===== src/rtl/inv_stim_check.sv =====
// Square-wave stimulus driver and latency-matched response checker for a
// single inverter cell; counts samples where resp fails to be ~drv.
module inv_stim_check #(
  parameter int HALF_PERIOD = 8,
  parameter int NTOGGLES    = 16,
  parameter int LAT         = 2,
  parameter int ERRW        = 8
) (
  input  logic            clk1,
  input  logic            rst_n,
  input  logic            start,
  input  logic            resp,
  output logic            drv,
  output logic            busy,
  output logic            done,
  output logic            pass,
  output logic [ERRW-1:0] err_cnt,
  output logic            mismatch,
  output logic [1:0]      dbg_state
);

  localparam int HCW = (HALF_PERIOD > 2) ? $clog2(HALF_PERIOD) : 1;
  localparam int TCW = (NTOGGLES > 2) ? $clog2(NTOGGLES) : 1;

  typedef enum logic [1:0] {
    S_IDLE  = 2'd0,
    S_RUN   = 2'd1,
    S_DRAIN = 2'd2,
    S_DONE  = 2'd3
  } state_t;

  state_t          state_q;
  logic [HCW-1:0]  hc_q;
  logic [TCW-1:0]  tc_q;
  logic [2:0]      dc_q;
  logic            drv_q;
  logic            busy_q;
  logic            done_q;
  logic            mismatch_q;
  logic [ERRW-1:0] err_cnt_q;
  logic [LAT-1:0]  dpipe_q;
  logic [LAT-1:0]  vpipe_q;

  logic            mismatch_d;
  logic [ERRW-1:0] err_cnt_d;

  // A healthy inverter returns the opposite of the delayed stimulus, so equality is an error.
  always_comb begin
    mismatch_d = vpipe_q[LAT-1] && (resp == dpipe_q[LAT-1]);
    err_cnt_d  = err_cnt_q;
    if (mismatch_d && (err_cnt_q != {ERRW{1'b1}})) begin
      err_cnt_d = err_cnt_q + ERRW'(1);
    end
  end

  always_ff @(posedge clk1) begin
    if (!rst_n) begin
      state_q    <= S_IDLE;
      hc_q       <= '0;
      tc_q       <= '0;
      dc_q       <= '0;
      drv_q      <= 1'b0;
      busy_q     <= 1'b0;
      done_q     <= 1'b0;
      mismatch_q <= 1'b0;
      err_cnt_q  <= '0;
      dpipe_q    <= '0;
      vpipe_q    <= '0;
    end else begin
      dpipe_q[0] <= drv_q;
      vpipe_q[0] <= (state_q == S_RUN);
      for (int i = 1; i < LAT; i++) begin
        dpipe_q[i] <= dpipe_q[i-1];
        vpipe_q[i] <= vpipe_q[i-1];
      end
      mismatch_q <= mismatch_d;
      err_cnt_q  <= err_cnt_d;

      case (state_q)
        S_IDLE, S_DONE: begin
          if (start) begin
            state_q    <= S_RUN;
            busy_q     <= 1'b1;
            done_q     <= 1'b0;
            hc_q       <= '0;
            tc_q       <= '0;
            dc_q       <= '0;
            drv_q      <= 1'b0;
            err_cnt_q  <= '0;
            mismatch_q <= 1'b0;
            dpipe_q    <= '0;
            vpipe_q    <= '0;
          end
        end
        S_RUN: begin
          if (hc_q == HCW'(HALF_PERIOD - 1)) begin
            hc_q  <= '0;
            drv_q <= ~drv_q;
            tc_q  <= tc_q + TCW'(1);
            if (tc_q == TCW'(NTOGGLES - 1)) begin
              state_q <= S_DRAIN;
              dc_q    <= '0;
            end
          end else begin
            hc_q <= hc_q + HCW'(1);
          end
        end
        S_DRAIN: begin
          // Wait out the response latency so the final stimulus level is still checked.
          if (dc_q == 3'(LAT - 1)) begin
            state_q <= S_DONE;
            busy_q  <= 1'b0;
            done_q  <= 1'b1;
          end else begin
            dc_q <= dc_q + 3'd1;
          end
        end
        default: state_q <= S_IDLE;
      endcase
    end
  end

  assign drv       = drv_q;
  assign busy      = busy_q;
  assign done      = done_q;
  assign pass      = done_q && (err_cnt_q == '0);
  assign err_cnt   = err_cnt_q;
  assign mismatch  = mismatch_q;
  assign dbg_state = state_q;

endmodule


===== config.mk =====
export PLATFORM = sky130hd
export DESIGN_NAME = inv_stim_check
export DESIGN_NICKNAME = d
export VERILOG_FILES = /design/src/rtl/inv_stim_check.sv
export SDC_FILE = /design/constraint.sdc
export NUM_CORES = 1
export LEC_CHECK = 0
export ABC_AREA = 1
export CAP_MARGIN = 20
export CORE_ASPECT_RATIO = 1.2
export CORE_MARGIN = 2
export CORE_UTILIZATION = 65
export DETAILED_ROUTE_END_ITERATION = 10
export DONT_BUFFER_PORTS = 1
export HOLD_SLACK_MARGIN = 0.1
export PLACE_DENSITY_LB_ADDON = 0.2
export SYNTH_ARGS = -nofsm -noshare
export SYNTH_HDL_FRONTEND = slang
export SYNTH_SLANG_ARGS = --single-unit

===== constraint.sdc =====
create_clock -name clk1 -period 2.6 [get_ports clk1]
set_clock_uncertainty 0.15 [all_clocks]
set_input_delay 0.39 -clock clk1 [delete_from_list [all_inputs] [get_ports clk1]]
set_output_delay 0.39 -clock clk1 [all_outputs]
set_load 0.05 [all_outputs]

Word level (Yosys, flattened, before mapping). Index checks and enable logic that the tools add are counted.

Bits of input ports: 4. Output and inout port bits: 15. Bits in registers: 28.

Add/subtract/negate cells: 4. Muxes and demuxes: 32. Bitwise gates (word level): 1. Eq/ne operators: 13. Reductions and logical operators: 13.

Operators by type and width (number): $mux 8 (3); $mux 2 (8); $mux 3 (5); $pmux 3 s3 (1); $add 8x1->8 const B (1); $logic_not 8->1 (1); $mux 4 (2); $ne 8x8->1 const B (1); $pmux 4 s2 (1); $reduce_and 4->1 (2); $mux 1 (7); $add 3x1->3 const B (2); $ne 2x2->1 const B (3); $pmux 1 s2 (3); $pmux 2 s3 (1); $pmux 3 s2 (1); $reduce_and 3->1 (2); $add 4x1->4 const B (1); $eq 2x2->1 const B (2); $eq 4x4->1 const B (1); $ne 2x1->1 const B (2); $reduce_bool 2->1 (2); $eq 3x1->1 const B (1); $eq 3x3->1 const B (1); 7 further kinds (9).

Depth between registers and ports, before layout.
Depth after elaboration: 6. Mapped depth: 10. Gate-level depth less buffers: 10.

Worst setup path after synthesis. No wires, ideal clock.

Kind: register -> output. From: register err_cnt_q[0], in the netlist err_cnt[0]. To: output pass. Required time: 2060 ps. Cell stages (with the launch flop): 5. Arrival: 2379 ps. Slack: -319 ps. Path through: dfxtp_1 inv_1 ha_1 nand2_1 nor4_1.

Cells in the longest elaborated chain, start to end: 2.

RTL lines: start: declaration (line 40) `logic [ERRW-1:0] err_cnt_q;`; start signal: assignment (line 77) `err_cnt_q <= err_cnt_d;`; $logic_not 8->1 (line 126) `assign pass = done_q && (err_cnt_q == '0);`; $logic_and 1x1->1 (line 126); end: declaration (line 16) `output logic pass,`.

Every way passes these cells.

Worst setup path in the final report.
From: register err_cnt_q[1], in the netlist err_cnt[1]. To: output pass.

The elaborated chain is that of the path after synthesis.

==> metrics.txt <==
outcome=complete, no violations; filler instances=195; Avg Inst Size Synth=6.954 sq um; top-area cell type share of the netlist area=0.3749; cell taking the most area after synthesis=dfxtp_1; DP HPWL=2342 um; # nets final=243; I/O pin total=19; Site Rows=19; core area=2235 sq um; DP Area=1603 sq um; DRC viols=0; routed vias/inst=5.100; actual slew at the worst max-slew pin=0.7564 ns; CTS buffer count=3; Top delay family on crit path=buffers and inverters; Mapped Cells=215; top cells by area, synth=dfxtp_1 37%, nand2_1 15%, inv_1 9.3%, ha_1 8.4%, nor2_1 6.5%; RSZ-0062 raised after global routing=no; Initial Util=0.6691; post-route ant nets=0; min-delay src=resp; Slowest cell on crit path=dfxtp_1; grt total ovfl=0; number of synthesized flops with an enable pin=0; CTS tree=done; DR WL/cell=~11 um; sequential area share after synthesis=0.3749; final instance area=1649 sq um; initial DRC count=32; first-pass GRT wire length=5064 um; endpoints failing setup=0; gr usage total=0.2511; diode count=0; Main synth FF type=dfxtp_1; Final Hold Viols=0; GP Congestion=0.8534; Die X=47.78 um; htree depth=1; First-pass DRT Iterations=4; Slew Limit Fails=0; Seq. cell area=560.5 sq um; most frequent CP cell=buf_4; post-layout minimum cycle time=2.095 ns; Total Wirelength=approximately 3000 um; setup slack, reg-to-reg=0.67 ns; largest net degree at the start of global routing=16; synthesis-to-layout area growth=10.29%; Worst Setup Start Kind=register; Die H=56.54 um; reg-to-reg startpoint=err_cnt[3]; share of layout cells above drive strength 1=0.1184; Worst slew margin=0.4950; synth cell count leaders=59 x nand2_1, 37 x inv_1, 28 x dfxtp_1; overall power=1462 uW; Netlist cell types=23; vias=1321; worst path arrival time=around 1.6 ns; ys async rst share=0; Synth Net Count=229; post-synthesis cell area=1495 sq um; hold endpoint=mismatch; highest clock rate=477.3 MHz; post_cts resized=0; P per Cell Area=886.8 nW/um^2; CP Cell Sequence=buf_4 > inv_1 > ha_1 > nand2_1 > nor4_2 > buf_4; hold buffers post-CTS=1; YS warnings=0; synthesized flop and latch total=28; Root Buffer=clkbuf_4; setup TNS=0 ns; initial antenna violation count=0; clk_lat worst skew=roughly 0.32 ns; vias in the first global route=1290; CP peak stage delay=0.33 ns; reg2reg end=err_cnt[3]; top-count cell post-synth=nand2_1; hold path cells=3; post-route clock period utilization=0.8059; clk buf depth=2; full die area=approximately 2700 sq um; Reg clk slew, reported paths=0.14 ns; # Post-CTS Setup Buffers=0; worst vdd ir=between 0.8 and 0.9 mV; R2R cell count=6; Multi-input gate area=785.8 sq um; Critical Path End Type=primary output; Leakage=0.0007538 uW; Min-Delay Path Class=in -> reg; Crit Path Class=reg -> out; CP bufs+invs=3; total clock sinks=28; port bufs=0; Worst EP required=2.06 ns; Max-cap violations=0; CP max FO=5
registers in the layout, summed over array words and instances, names as in the netlist, 2 cells and up:
signal / flops
err_cnt: 8
tc_q: 4
dc_q: 3
hc_q: 3
dbg_state: 2
dpipe_q: 2
vpipe_q: 2
worst reg2reg max path: stages (launching register included):
cell     delay, ns
dfxtp_1       0.84
nand3_2       0.27
nor2_4        0.19
nand2_4       0.08
nand2_4       0.10
nand2_1       0.07
a21oi_2       0.18
cells in the final DEF, fill, tap and decap left out, drive strengths merged:
cell type    netlist  final
nand2             63     63
nor2              28     28
o211ai             1      1
nor3               2      2
o21ai              5      5
buf                2     10
inv               38     38
nor4               1      1
nand3             16     16
nand4              2      2
ha                10     10
xor2               3      3
a21oi             13     13
clkbuf             0      4
dlygate4sd3        0      1
o31ai              1      1
dfxtp             28     28
xnor2              2      2
cell type report:
class	count	area share
Multi-Input combinational cell	147	0.4765
Tap cell	31	0.02352
Clock buffer	4	0.02200
Timing Repair Buffer	11	0.05159
Inverter	38	0.08649
Sequential cell	28	0.3399
through the flow:
step	setup WS [ns]	std cells	utilization	hold WS, ns
after floorplan	0.2458	215	-	0.2436
after global placement	0.7688	254	0.7172	0.2566
after detailed placement	0.7251	254	0.7172	0.2574
after CTS	0.4973	259	0.7380	0.1633
after global routing	0.4257	259	0.7380	0.1905
final	0.5047	259	0.7380	0.1660
kinds of logic (layout without fill, tap and decap cells):
kind of cell | after synthesis | after routing | synth area share
AND/OR/NAND/NOR | 112 | 112 | 0.3280
buffers and inverters | 40 | 53 | 0.1038
flip-flops | 28 | 28 | 0.3749
AO/OA/AOI/OAI | 20 | 20 | 0.08033
adder cells (fa/ha/maj) | 10 | 10 | 0.08368
XOR/XNOR | 5 | 5 | 0.02929
power breakdown:
group	total [uW]	switching [uW]	internal [uW]
clock network	207	121	85.7
logic	695	488	207
registers	561	71.2	490
worst max path at each step:
stage | cells after the start | end | startpoint | slack, ns
3_3_place_gp | 9 | dc_q[0] | dbg_state[1] | 0.77
2_1_floorplan | 4 | pass | err_cnt[0] | 0.25
5_1_grt | 6 | pass | err_cnt[1] | 0.43
6_report | 6 | pass | err_cnt[1] | 0.50
4_1_cts | 6 | pass | err_cnt[1] | 0.50
3_5_place_dp | 6 | err_cnt[3] | err_cnt[3] | 0.73
routing by layer:
| layer | track usage | up-vias | routed length, um |
|---|---|---|---|
| met4 | 0.09653 | 0 | 45 |
| met5 | 0 | - | 0 |
| met2 | 0.4514 | 31 | 1617 |
| met1 | 0.2798 | 597 | 1149 |
| met3 | 0.02894 | 6 | 133 |
| li1 | - | 687 | - |
(Power assumes the default switching activity.)
